$ cat src/rtl/regfile_pkg.sv
// Shared definitions for the 2-read/1-write register file: byte lane width,
// byte-enable width helper and the per-lane write merge.
package regfile_pkg;

  localparam int BYTE_W = 8;

  function automatic int be_width(input int data_w);
    return data_w / BYTE_W;
  endfunction

  // One byte lane of a byte-enabled write: keep the old lane unless enabled.
  function automatic logic [BYTE_W-1:0] byte_merge(
    input logic [BYTE_W-1:0] old_val,
    input logic [BYTE_W-1:0] nxt_val,
    input logic              be
  );
    return be ? nxt_val : old_val;
  endfunction

endpackage

$ cat src/rtl/regfile_read_port.sv
// One registered read port: 1-cycle latency, a valid flag per read,
// same-edge write forwarding when BYPASS is set.
module regfile_read_port
  import regfile_pkg::*;
#(
  parameter int DATA_W   = 8,
  parameter int DEPTH    = 8,
  parameter int BYPASS   = 1,
  parameter int ZERO_REG = 0,
  localparam int ADDR_W  = $clog2(DEPTH)
) (
  input  logic                           clk,
  input  logic                           rst,
  input  logic                           rd_en,
  input  logic [ADDR_W-1:0]              rd_addr,
  input  logic [DEPTH-1:0][DATA_W-1:0]   entries,
  input  logic                           wr_ok,
  input  logic [ADDR_W-1:0]              wr_addr,
  input  logic [DATA_W-1:0]              wr_merged,
  output logic [DATA_W-1:0]              rd_data,
  output logic                           rd_valid
);

  logic [DATA_W-1:0] rd_next;
  logic              addr_ok;

  assign addr_ok = (32'(rd_addr) < DEPTH) && !((ZERO_REG != 0) && (rd_addr == '0));

  always_comb begin
    rd_next = '0;
    if (addr_ok) begin
      rd_next = entries[rd_addr];
      // wr_ok already excludes dropped writes, so only real writes forward.
      if ((BYPASS != 0) && wr_ok && (wr_addr == rd_addr)) begin
        rd_next = wr_merged;
      end
    end
  end

  always_ff @(posedge clk) begin
    if (rst) begin
      rd_data  <= '0;
      rd_valid <= 1'b0;
    end else begin
      rd_valid <= rd_en;
      if (rd_en) begin
        rd_data <= rd_next;
      end
    end
  end

endmodule

$ cat src/rtl/regfile_2r1w_sync.sv
// Register file, two registered read ports and one byte-enabled write port,
// synchronous clear; optional hardwired-zero entry 0 and write-to-read bypass.
module regfile_2r1w_sync
  import regfile_pkg::*;
#(
  parameter int DATA_W   = 8,
  parameter int DEPTH    = 8,
  parameter int BYPASS   = 1,
  parameter int ZERO_REG = 0,
  localparam int ADDR_W  = $clog2(DEPTH),
  localparam int BE_W    = be_width(DATA_W)
) (
  input  logic              clk,
  input  logic              rst,
  input  logic              wr_en,
  input  logic [ADDR_W-1:0] wr_addr,
  input  logic [DATA_W-1:0] wr_data,
  input  logic [BE_W-1:0]   wr_be,
  input  logic              rd_en1,
  input  logic [ADDR_W-1:0] rd_addr1,
  output logic [DATA_W-1:0] rd_data1,
  output logic              rd_valid1,
  input  logic              rd_en2,
  input  logic [ADDR_W-1:0] rd_addr2,
  output logic [DATA_W-1:0] rd_data2,
  output logic              rd_valid2
);

  logic [DEPTH-1:0][DATA_W-1:0] mem;
  logic                         wr_in_range;
  logic                         wr_ok;
  logic [DATA_W-1:0]            wr_old;
  logic [DATA_W-1:0]            wr_merged;

  assign wr_in_range = (32'(wr_addr) < DEPTH);
  assign wr_ok = wr_en && (wr_be != '0) && wr_in_range &&
                 !((ZERO_REG != 0) && (wr_addr == '0));
  assign wr_old = wr_in_range ? mem[wr_addr] : '0;

  always_comb begin
    wr_merged = '0;
    for (int k = 0; k < BE_W; k++) begin
      wr_merged[k*BYTE_W +: BYTE_W] =
        byte_merge(wr_old[k*BYTE_W +: BYTE_W], wr_data[k*BYTE_W +: BYTE_W], wr_be[k]);
    end
  end

  always_ff @(posedge clk) begin
    if (rst) begin
      mem <= '0;
    end else if (wr_ok) begin
      mem[wr_addr] <= wr_merged;
    end
  end

  // Reset is applied inside each port, so a read presented with rst is dropped.
  regfile_read_port #(
    .DATA_W(DATA_W), .DEPTH(DEPTH), .BYPASS(BYPASS), .ZERO_REG(ZERO_REG)
  ) u_rd1 (
    .clk(clk), .rst(rst), .rd_en(rd_en1), .rd_addr(rd_addr1), .entries(mem),
    .wr_ok(wr_ok), .wr_addr(wr_addr), .wr_merged(wr_merged),
    .rd_data(rd_data1), .rd_valid(rd_valid1)
  );

  regfile_read_port #(
    .DATA_W(DATA_W), .DEPTH(DEPTH), .BYPASS(BYPASS), .ZERO_REG(ZERO_REG)
  ) u_rd2 (
    .clk(clk), .rst(rst), .rd_en(rd_en2), .rd_addr(rd_addr2), .entries(mem),
    .wr_ok(wr_ok), .wr_addr(wr_addr), .wr_merged(wr_merged),
    .rd_data(rd_data2), .rd_valid(rd_valid2)
  );

endmodule

$ cat config.mk
export PLATFORM = sky130hd
export DESIGN_NAME = regfile_2r1w_sync
export DESIGN_NICKNAME = d
export VERILOG_FILES = /design/src/rtl/regfile_pkg.sv /design/src/rtl/regfile_read_port.sv /design/src/rtl/regfile_2r1w_sync.sv
export SDC_FILE = /design/constraint.sdc
export NUM_CORES = 1
export LEC_CHECK = 0
export ABC_AREA = 1
export BUFFER_PORTS_ARGS = -buffer_cell sky130_fd_sc_hd__buf_2
export CAP_MARGIN = 20
export CORE_MARGIN = 1
export CORE_UTILIZATION = 35
export CTS_CLUSTER_SIZE = 30
export DETAILED_ROUTE_END_ITERATION = 16
export PLACE_DENSITY = 0.52
export SLEW_MARGIN = 25
export SYNTH_ARGS = -nofsm -noshare
export SYNTH_HDL_FRONTEND = slang
export SYNTH_SLANG_ARGS = --single-unit
$ cat constraint.sdc
create_clock -name clk -period 2.6 [get_ports clk]
set_input_delay 0.52 -clock clk [delete_from_list [all_inputs] [get_ports clk]]
set_output_delay 0.52 -clock clk [all_outputs]
set_load 0.05 [all_outputs]
# Word-level counts from Yosys, hierarchy flattened
# Index checks and enable logic that the tools add are counted.
[word_totals]
inputBits = 23
word_cells = 34
out_inout_bits = 18
reg_bits = 82
[classes]
mux = 12
magnitude_cmp = 4
n_eq_ne = 2
n_reduce_logical = 4
[op_table]
columns = ["op", "count"]
rows = [
  ["binary-select mux 8 bit (select 3 bit)", 3],
  ["bitwise mux 64 bit", 1],
  ["2-to-1 mux 8 bit", 7],
  ["demux 8 bit (select 3 bit)", 1],
  ["less-than comparator 3 x 4 -> 1 bit (second input constant)", 3],
  ["== test 3 bit", 2],
  ["logical AND 1 bit", 4],
  [">= comparator 3 x 1 -> 1 bit (second input constant)", 1],
]

# Logic depth before layout (Yosys ltp)
# Gate-level depths: netlist (run 1).
[depth]
word_depth = 5
ltp_mapped = 12
ltp_nobuf = 11

# Cells and area by module
# A second synthesis (run 1) with hierarchy kept.
[hier_totals]
cells_unflattened = 930
hier_area_um2 = 5738.0
[modules_own_cells]
columns = ["module", "instances", "seq_area_each_um2", "cells_each", "area_per_inst_um2"]
rows = [
  ["regfile_2r1w_sync", 1, 1281.2, 518, 3483.3],
  ["regfile_read_port", 2, 180.2, 206, 1127.3],
]

# Worst setup path after synthesis (run 1)
# Ideal clock, no wire load.
[synth_timing]
path_kind = "input -> register"
from = "input wr_addr[0]"
to = "register mem[12] (netlist bit)"
path_stages = 9
setup_time_ns = 0.126
t_required_ns = 2.474
path_slack_ns = 0.902
arrival_time_ns = 1.572
n_path_buf = 2
path_cell_list = "buf_2 buf_2 or2_2 nand3_1 nand2_1 nor2_1 nand2_1 nand2_1 a21oi_1"
[synth_via]
elab_chain_len = 5
elab_cells_between_ends = 9
classes_between = "2 x order compare; 6 x mux; 1 x reduce/logical"
[synth_rtl]
columns = ["element", "line", "source"]
rows = [
  ["start: declaration", "regfile_2r1w_sync.sv:16", "input logic [ADDR_W-1:0] wr_addr,"],
  ["less-than comparator 3 x 4 -> 1 bit (implied by the code) or >= comparator 3 x 1 -> 1 bit (tied branches)", "regfile_2r1w_sync.sv:52", "mem[wr_addr] <= wr_merged;"],
  ["logical AND 1 bit (implied by the code)", "regfile_2r1w_sync.sv:52", ""],
  ["2-to-1 mux 8 bit (implied by the code)", "regfile_2r1w_sync.sv:52", ""],
  ["demux 8 bit (select 3 bit)", "regfile_2r1w_sync.sv:52", ""],
  ["bitwise mux 64 bit *", "regfile_2r1w_sync.sv:52", ""],
  ["end signal: indexed assignment", "regfile_2r1w_sync.sv:52", ""],
  ["end: declaration", "regfile_2r1w_sync.sv:29", "logic [DEPTH-1:0][DATA_W-1:0] mem;"],
]
# Every way passes the cells marked *; elsewhere a longest branch is shown, timed or not. The select of a mux whose other input is x is not followed.
# A chain may end at the register's enable or synchronous reset.

# Worst setup path after layout (run 1)
[layout_timing]
from = "input wr_addr[0]"
to = "register u_rd2.rd_data[4]"
[layout_via]
elab_chain_len = 4
elab_cells_between_ends = 6
classes_between = "1 x eq/ne; 4 x mux; 1 x reduce/logical"
[layout_rtl]
columns = ["element", "line", "source"]
rows = [
  ["binary-select mux 8 bit (select 3 bit)", "regfile_2r1w_sync.sv:38", "assign wr_old = wr_in_range ? mem[wr_addr] : '0;"],
  ["2-to-1 mux 8 bit (implied by the code)", "regfile_2r1w_sync.sv:38", ""],
  ["2-to-1 mux 8 bit", "regfile_pkg.sv:17", "return be ? nxt_val : old_val;"],
  ["2-to-1 mux 8 bit *", "regfile_read_port.sv:34", "if ((BYPASS != 0) && wr_ok && (wr_addr == rd_addr)) begin"],
  ["end signal: assignment", "regfile_read_port.sv:47", "rd_data <= rd_next;"],
  ["end: declaration", "regfile_read_port.sv:20", "output logic [DATA_W-1:0] rd_data,"],
]
# Marked as above.

==> out/qor.txt, run 1 <==
Status: complete, no violations
Area grow syn2layout: 12.78%
Max FO, Critical Path: 17
Final min period: 1.978 ns
Synth cell types: 23
IO Pins: 41
Hold Violations, Final: 0
Initial antenna violation count: 0
H-tree Lvls: 3
PnR worst setup slack: 0.6220 ns
Grt total ovfl: 0
Kind of critical path: in2reg
Drt via density: 5.510
Clock latency on the worst-skew pair: 0.35 ns
Post-route clock period utilization: 76.08%
Placer Congestion: 0.8867
CTS tree: built
Max Clock Skew: 0.005541 ns
Hold path startpoint: rst
Final setup TNS: 0 ns
RR Endpoint: mem[53]$_SDFFE_PP0P_
Yosys warnings: 0
Worst setup EP type: register
Die Width: 120.2 um
CP Launch Type: input port
Worst Path Arrival: 2.23 ns
Pwr/cell area: 568.6 mW/mm^2
Critical Path, Cell by Cell: buf_2, inv_2, buf_4, nand2_1, nand2_1, nor2_1, nand2_1, inv_2, nand3_1, nand3_1, nand2_1, inv_1
Setup bufs post-CTS: 0
Critical Path RT: 2.85 ns
Pin count of the biggest net entering global routing: 76
Fmax: 505.6 MHz
Drt wl/cell: 18.30 um
Leak Pwr: 2.402 nW
Stages on worst setup path: 12
Reg2Reg Launch Point: mem[21]$_SDFFE_PP0P_
Clk slew on worst S/H paths: 0.06 ns
Setup crit start: wr_addr[0]
Die area: 0.01444 mm^2
Core Util, Final: 40.97%
Commonest non-fill, non-tap cells in the layout: nand2_1, a21oi_1, nand3_1, o21ai_0, dfxtp_1
RSZ-0062 raised after global routing: no
Synth Area per Inst: 6.298 um^2
FF-to-FF setup slack: 1.11 ns
Hold slack: 0.4288 ns
Register area: 0.001642 mm^2
Initial Util: 36.33%
Bufs and invs on worst path: 5
Initial DRC Count: 642
Finished Cell Area: 0.005512 mm^2
Cell count of the worst reg-to-reg path: 7
Slowest CP cell: nand2_1
Commonest non-fill, non-tap cell in the layout: nand2_1
Setup crit end: u_rd2.rd_data[4]$_SDFFE_PP0P_
Number of global-route vias before repair: 5043
Max Cap Viol: 0
Maximum vdd drop: 0.4325 mV
Yosys reg bits: 82
DRC viols: 0
Synthesized cell area: 0.004887 mm^2
Post-route ant nets: 0
Slew margin rel.: 54.00%
Post-CTS Resized: 0
Syn Inst Count: 776
Cell Count, Final, Fillers Out: 977
CP dominant cell by count: nand2_1
Syn nets: 799
Core ar.: 0.01345 mm^2
CTS Buf Count: 9
Overall power: 3.134 mW
Root buf cell: clkbuf_16
Register area share after synthesis: 33.59%
Tightest Hold Check Type: in2reg
Clock sink total: 82
Hpwl dp: 12.67 mm
First-pass GRT wire length: 27.97 mm
Placed cell area: 0.005238 mm^2
Final nets: 821
Share of layout cells above drive strength 1: 13.86%
N_diodes: 0
Total Routed Length: 17.88 mm
Total number of vias: 5383
Final Setup Violations: 0
Row count: 42
Total Routing Usage GR: 25.74%
Dpl cells: 963
CTS Hold Bufs: 0
Slew @ Worst Pin: 0.6901 ns
Port Buf Inserts: 40
Final Max Slew Viols: 0
Clock tree buffer depth: 2
Dpl ws: 0.2897 ns
Worst path top cell family by delay: simple AND/OR/NAND/NOR gates
Die Ht: 120.2 um
Crit-path max cell delay: 0.32 ns
Fill count: 1458
Drt pass-1 iters: 5
Multi-input logic area: 0.002750 mm^2
layout make-up:
class                           count  area share (%)
Tap cell                          176           3.995
Multi-Input combinational cell    574           49.90
Clock inverter                      4          0.8173
Inverter                           72           4.904
Sequential cell                    82           29.78
Timing Repair Buffer               59           6.447
Clock buffer                       10           4.154
logic make-up after synthesis:
kind of cell    count (synthesis)  synth area share (%)
buf+inv                       120                 10.14
flops                          82                 33.59
simple gates                  332                 30.18
compound gates                242                 26.09
sequential cells by signal (all words and copies together), names as in the netlist:
register and count:
u_rd2.rd_data 8, u_rd1.rd_valid 1, mem 64, u_rd1.rd_data 8, u_rd2.rd_valid 1
metal layers:
metal | track usage [%] | wire (um)
met3 | 5.798 | 1195
met5 | 0 | 0
met4 | 12.73 | 682
met2 | 38.18 | 7881
met1 | 34.83 | 8121
report_power, final:
| part | switching [mW] | leakage [nW] | internal [mW] | total [mW] |
|---|---|---|---|---|
| Clock | 0.520 | 0.138 | 0.728 | 1.25 |
| Sequential | 0.0300 | 0.667 | 1.30 | 1.33 |
| Combinational | 0.407 | 1.60 | 0.152 | 0.559 |
| Total | 0.957 | 2.40 | 2.18 | 3.13 |
worst register-to-register path: stages (launching register included):
cell and delay, ns:
dfxtp_1 0.34, or2_2 0.30, nand3_1 0.09, nand2_1 0.06, nor2_1 0.09, nand2_1 0.09
nand2_1 0.28, a21oi_1 0.12
synth_stat cells, drive strengths merged:
cell / n / area (um^2)
clkbuf: 20 / 75.07
nor2: 43 / 216.5
a21oi: 110 / 550.5
or2: 11 / 68.82
dfxtp: 82 / 1642
buf: 28 / 150.1
nor3: 2 / 10.01
o211ai: 22 / 165.2
nand2: 179 / 691.9
nand4: 2 / 12.51
o21ai: 108 / 540.5
a31oi: 1 / 6.260
clkinv: 2 / 7.510
o22ai: 1 / 12.51
inv: 70 / 262.8
nand3: 95 / 475.5
worst min path at each step:
| stage | to | cells after the start |
|---|---|---|
| final | u_rd1.rd_data[6]$_SDFFE_PP0P_ | 2 |
| after global routing | u_rd1.rd_data[6]$_SDFFE_PP0P_ | 2 |
| after CTS | u_rd1.rd_data[6]$_SDFFE_PP0P_ | 2 |
| after detailed placement | u_rd1.rd_data[6]$_SDFFE_PP0P_ | 2 |
| after global placement | u_rd1.rd_data[6]$_SDFFE_PP0P_ | 2 |
| after floorplan | mem[25]$_SDFFE_PP0P_ | 2 |
Power figures use the tool's default switching activity.
==> inputs of run 2 (changes only) <==
- PLACE_DENSITY: 0.52 -> 0.54
- clock period: 2.6 -> 1.7 ns (I/O delays scaled with it)
==> out/qor.txt, run 2 (synthesis results as in run 1) <==
Hold Violations, Final: 0
Slew margin rel.: 75.23%
Pwr/cell area: 834.6 mW/mm^2
Slew @ Worst Pin: 0.3706 ns
Clk slew on worst S/H paths: 0.06 ns
Port Buf Inserts: 40
Cell Count, Final, Fillers Out: 1019
IO Pins: 41
Max FO, Critical Path: 9
Die area: 0.01444 mm^2
Die Ht: 120.2 um
Share of layout cells above drive strength 1: 18.15%
Total Routing Usage GR: 25.66%
Fill count: 1412
Final Setup Violations: 0
Clock tree buffer depth: 2
CTS tree: built
Hpwl dp: 12.91 mm
Hold path depth: 2
Drt wl/cell: 17.45 um
Reg2Reg Launch Point: mem[20]$_SDFFE_PP0P_
Commonest non-fill, non-tap cells in the layout: nand2_1, a21oi_1, nand3_1, o21ai_0, dfxtp_1
Tightest Hold Check Type: in2reg
Critical Path RT: 1.92 ns
Total number of vias: 5626
Worst Hold End: u_rd1.rd_data[6]$_SDFFE_PP0P_
Biggest regs: mem x64, u_rd1.rd_data x8, u_rd2.rd_data x8
Switching Fraction: 29.10%
Grt total ovfl: 0
Max Clock Skew: 0.007763 ns
RR Endpoint: mem[4]$_SDFFE_PP0P_
FF-to-FF setup slack: 0.24 ns
Sequential share of power: 40.5%
Initial DRC Count: 525
Final min period: 1.512 ns
Clock power frac: 40.4%
Cell count of the worst reg-to-reg path: 7
RSZ-0062 raised after global routing: no
Clock sink total: 82
Die Width: 120.2 um
Max FFs per register: 64
Placer Congestion: 0.8967
Area grow syn2layout: 22.79%
CTS Hold Bufs: 0
Number of global-route vias before repair: 5155
Row count: 42
Post-route clock period utilization: 88.91%
Hold path startpoint: rst
DRC viols: 0
Clock latency on the worst-skew pair: 0.35 ns
Status: complete, no violations
Gate power share: 19.1%
Total Routed Length: 17.79 mm
Kind of critical path: in2reg
Root buf cell: clkbuf_16
CP Launch Type: input port
Overall power: 5.008 mW
Maximum vdd drop: 0.5086 mV
Initial Util: 36.33%
P_sw: 1.457 mW
Dpl cells: 1004
Worst setup EP type: register
Commonest non-fill, non-tap cell in the layout: nand2_1
Max Cap Viol: 0
Post-CTS Resized: 0
Final Max Slew Viols: 0
Initial antenna violation count: 0
Leak Pwr: 2.656 nW
Fmax: 661.6 MHz
Core ar.: 0.01345 mm^2
Final nets: 862
First-pass GRT wire length: 28.12 mm
Drt pass-1 iters: 5
Setup bufs post-CTS: 0
N_diodes: 0
Post-route ant nets: 0
CTS Buf Count: 9
Worst Path Arrival: 1.73 ns
Most flop-heavy register: mem
Internal power: 3.551 mW
Pin count of the biggest net entering global routing: 76
H-tree Lvls: 3
Drt via density: 5.521
==> run 2: cell types whose count changed in the layout (fill, tap and decap cells not counted) <==
cell,delta
clkbuf_8,+3
buf_12,+12
clkinv_2,-2
buf_4,+29
==> run 2: how the worst max path moves through the flow <==
stage / endpoint / slack [ns] / cells past startpoint / startpoint
6_report: mem[4]$_SDFFE_PP0P_ / 0.19 / 10 / wr_addr[0]
5_1_grt: mem[61]$_SDFFE_PP0P_ / 0.07 / 10 / wr_addr[0]
4_1_cts: mem[20]$_SDFFE_PP0P_ / 0.22 / 10 / wr_addr[0]
3_5_place_dp: mem[4]$_SDFFE_PP0P_ / -0.14 / 10 / wr_addr[0]
3_3_place_gp: u_rd2.rd_data[4]$_SDFFE_PP0P_ / -0.12 / 13 / wr_addr[0]
2_1_floorplan: mem[13]$_SDFFE_PP0P_ / 0.18 / 9 / wr_addr[0]
==> run 2: layer usage <==
metal	vias to the layer above	share of wire (%)	GRT usage (%)
met5	-	0	0
met4	0	3.4	11.80
met3	48	6.7	3.945
met2	221	46	40.70
met1	2628	44	34.06
li1	2729	-	-
==> run 2: power groups by stage <==
stage	logic (mW)	registers (mW)	clock network, mW
after floorplan	0.487	2.16	0
after global placement	0.935	2.07	0
after detailed placement	0.946	2.07	0
after CTS	0.950	2.03	2.06
after global routing	1.04	2.04	2.12
final	0.959	2.03	2.02
==> run 2: worst max-delay path, stage by stage <==
cell	delay, ns
buf_2	0.17
inv_2	0.13
buf_4	0.20
nand2_1	0.07
nand3_1	0.07
nand2_1	0.06
nor2_1	0.15
nand2_1	0.11
nand2_1	0.30
a21oi_1	0.12
==> run 2: cell type report <==
cell class,instances,area [um^2],area share [%]
inverter,72,270.3,4.504
tap,176,220.2,3.670
multi-input combinational,574,2750,45.83
clock buffer,13,270.3,4.504
sequential,82,1642,27.36
clock inverter,2,35.03,0.5838
timing repair buffer,100,813.3,13.55
==> run 2: stage by stage <==
| step | cell area, um^2 | utilization, % | setup TNS (ns) | hold WS, ns | setup slack, ns |
|---|---|---|---|---|---|
| after floorplan | 4887 | - | 0 | 0.4975 | 0.1818 |
| after global placement | 5695 | 42.34 | -2.595 | 0.4546 | -0.1240 |
| after detailed placement | 5695 | 42.34 | -3.008 | 0.4635 | -0.1399 |
| after CTS | 6001 | 44.61 | 0 | 0.2401 | 0.2150 |
| after global routing | 6001 | 44.61 | 0 | 0.2692 | 0.06690 |
| final | 6001 | 44.61 | 0 | 0.2533 | 0.1885 |
==> inputs of run 3 (changes only) <==
- BUFFER_PORTS_ARGS: -buffer_cell sky130_fd_sc_hd__buf_2 -> unset
- DONT_BUFFER_PORTS: unset -> 1
- PLACE_DENSITY: 0.54 -> 0.52
- SYNTH_HIERARCHICAL: unset -> 1
==> out/qor.txt, run 3 <==
PnR worst setup slack: 0.2751 ns
Leak Pwr: 3.191 nW
Gate power share: 14.0%
Synth area leader: dfxtp_1
Drt via density: 5.563
Ys async rst share: 0%
Hold path startpoint: rst
Worst Path Arrival: 1.71 ns
First-pass GRT wire length: 34.78 mm
Max Cap Viol: 0
P_sw: 1.462 mW
Initial DRC Count: 938
Cell count of the worst reg-to-reg path: 14
Dpl ws: 0.09722 ns
Area grow syn2layout: 11.58%
DRC viols: 0
Post-route ant nets: 0
Syn nets: 953
Clk slew on worst S/H paths: 0.06 ns
Final setup TNS: 0 ns
Final Max Slew Viols: 0
Final min period: 1.425 ns
Total Routed Length: 22.61 mm
Placer Congestion: 0.9594
Post-route clock period utilization: 83.82%
Initial Util: 35.99%
Pwr/cell area: 759.8 mW/mm^2
Max Clock Skew: 0.005573 ns
Setup crit start: mem[23]$_SDFFE_PP0P_
N_diodes: 0
Cell with the most instances after synthesis: nand2_1
Port Buf Inserts: 0
Register area share after synthesis: 28.61%
Status: complete, no violations
Synth cell count leaders: nand2_1, nand3_1, nor2_1, dfxtp_1, inv_1
Clock sink total: 82
Die area: 0.01691 mm^2
Row count: 46
Post-CTS Resized: 0
CTS Buf Count: 9
Hold path depth: 1
Biggest regs: mem x64, u_rd1/rd_data x8, u_rd2/rd_data x8
Pin count of the biggest net entering global routing: 75
Commonest non-fill, non-tap cell in the layout: nand2_1
Final Setup Violations: 0
Worst setup EP type: register
Share of layout cells above drive strength 1: 9.753%
Initial antenna violation count: 0
Top cell type's share of synthesized area: 28.61%
Yosys warnings: 6
Overall power: 4.864 mW
CTS Hold Bufs: 0
Most flop-heavy register: mem
Final nets: 951
Maximum vdd drop: 0.4920 mV
Cell Count, Final, Fillers Out: 1149
H-tree Lvls: 3
Hpwl dp: 15.72 mm
Clock tree buffer depth: 2
Post-synth EDFFs: 0
Yosys reg bits: 82
Fmax: 701.8 MHz
Prevailing post-synth register cell: dfxtp_1
Core ar.: 0.01594 mm^2
Worst Hold End: u_rd1/rd_data[7]$_SDFFE_PP0P_
Drt wl/cell: 19.68 um
Clock latency on the worst-skew pair: 0.36 ns
Max FO, Critical Path: 4
Commonest non-fill, non-tap cells in the layout: nand2_1, nand3_1, nor2_1
Root buf cell: clkbuf_16
Setup bufs post-CTS: 0
Main area contributors after synthesis: dfxtp_1, nand2_1, nand3_1
Slew @ Worst Pin: 0.5246 ns
CP Launch Type: register
RSZ-0062 raised after global routing: no
Die Ht: 130.0 um
Tightest Hold Check Type: in2reg
Switching Fraction: 30.05%
Synth Area per Inst: 6.170 um^2
Drt pass-1 iters: 6
Slew margin rel.: 64.98%
Dpl cells: 1133
Clock power frac: 42.2%
Hold Violations, Final: 0
Sequential share of power: 43.8%
Die Width: 130.0 um
Kind of critical path: reg2reg
FF-to-FF setup slack: 0.28 ns
Synth cell types: 30
RR Endpoint: u_rd2/rd_data[7]$_SDFFE_PP0P_
Reg2Reg Launch Point: mem[23]$_SDFFE_PP0P_
Number of global-route vias before repair: 5774
IO Pins: 41
CTS tree: built
Grt total ovfl: 0
Total number of vias: 6392
Synthesized cell area: 0.005738 mm^2
Internal power: 3.403 mW
Total Routing Usage GR: 27.77%
Max FFs per register: 64
Critical Path RT: 1.99 ns
Syn Inst Count: 930
-- run 3: layout make-up --
class	instances	area (um^2)
clock buffer	11	242.7
clock inverter	5	63.81
fill	1780	9540
inverter	81	324.1
multi-input combinational	708	3465
sequential	82	1642
tap	216	270.3
timing repair buffer	46	395.4
-- run 3: how the worst max path moves through the flow --
stage                                          to  slack, ns  cells after the start
finish              u_rd2/rd_data[7]$_SDFFE_PP0P_       0.28                     14
global route        u_rd2/rd_data[2]$_SDFFE_PP0P_       0.08                     14
CTS                 u_rd2/rd_data[7]$_SDFFE_PP0P_       0.30                     14
detailed placement  u_rd2/rd_data[7]$_SDFFE_PP0P_        0.1                     16
global placement    u_rd2/rd_data[7]$_SDFFE_PP0P_       0.11                     16
floorplan           u_rd1/rd_data[1]$_SDFFE_PP0P_       0.12                     11
-- run 3: critical path, cell delays in order (launching register included) --
cell,delay [ns]
dfxtp_1,0.44
nand2_1,0.08
nand2_1,0.06
nand2_1,0.04
nand2_1,0.06
nand2_1,0.06
nand2_1,0.10
nand2_1,0.06
nand2_1,0.10
inv_1,0.05
nand3_1,0.07
nand2_1,0.05
inv_1,0.04
nand2_1,0.04
a21oi_1,0.12
-- run 3: power by group through the flow --
stage | clock (mW) | combinational [mW] | sequential (mW)
after floorplan | 0 | 0.566 | 2.16
after global placement | 0 | 0.665 | 2.17
after detailed placement | 0 | 0.663 | 2.17
after CTS | 2.09 | 0.665 | 2.13
after global routing | 2.16 | 0.740 | 2.14
final | 2.05 | 0.680 | 2.13
-- run 3: logic make-up after synthesis --
kind of cell | share of synthesized area (%)
buf+inv | 11.01
compound gates | 10.82
simple gates | 49.56
flops | 28.61
-- run 3: metal layers --
| layer | share of wire, % | GRT usage [%] | vias to the layer above |
|---|---|---|---|
| met5 | 0 | 0 | - |
| met4 | 3.4 | 12.24 | 0 |
| met3 | 8.0 | 4.633 | 56 |
| met2 | 43 | 41.15 | 301 |
| met1 | 46 | 39.25 | 2983 |
| li1 | - | - | 3052 |
-- run 3: metrics by stage --
step | hold WS, ns | instance area [um^2] | util [%]
6_report | 0.04607 | 6402 | 40.16
5_1_grt | 0.04273 | 6402 | 40.16
4_1_cts | 0.03696 | 6402 | 40.16
3_5_place_dp | 0.4148 | 6096 | 38.24
3_3_place_gp | 0.4136 | 6096 | 38.24
2_1_floorplan | 0.4091 | 5738 | -
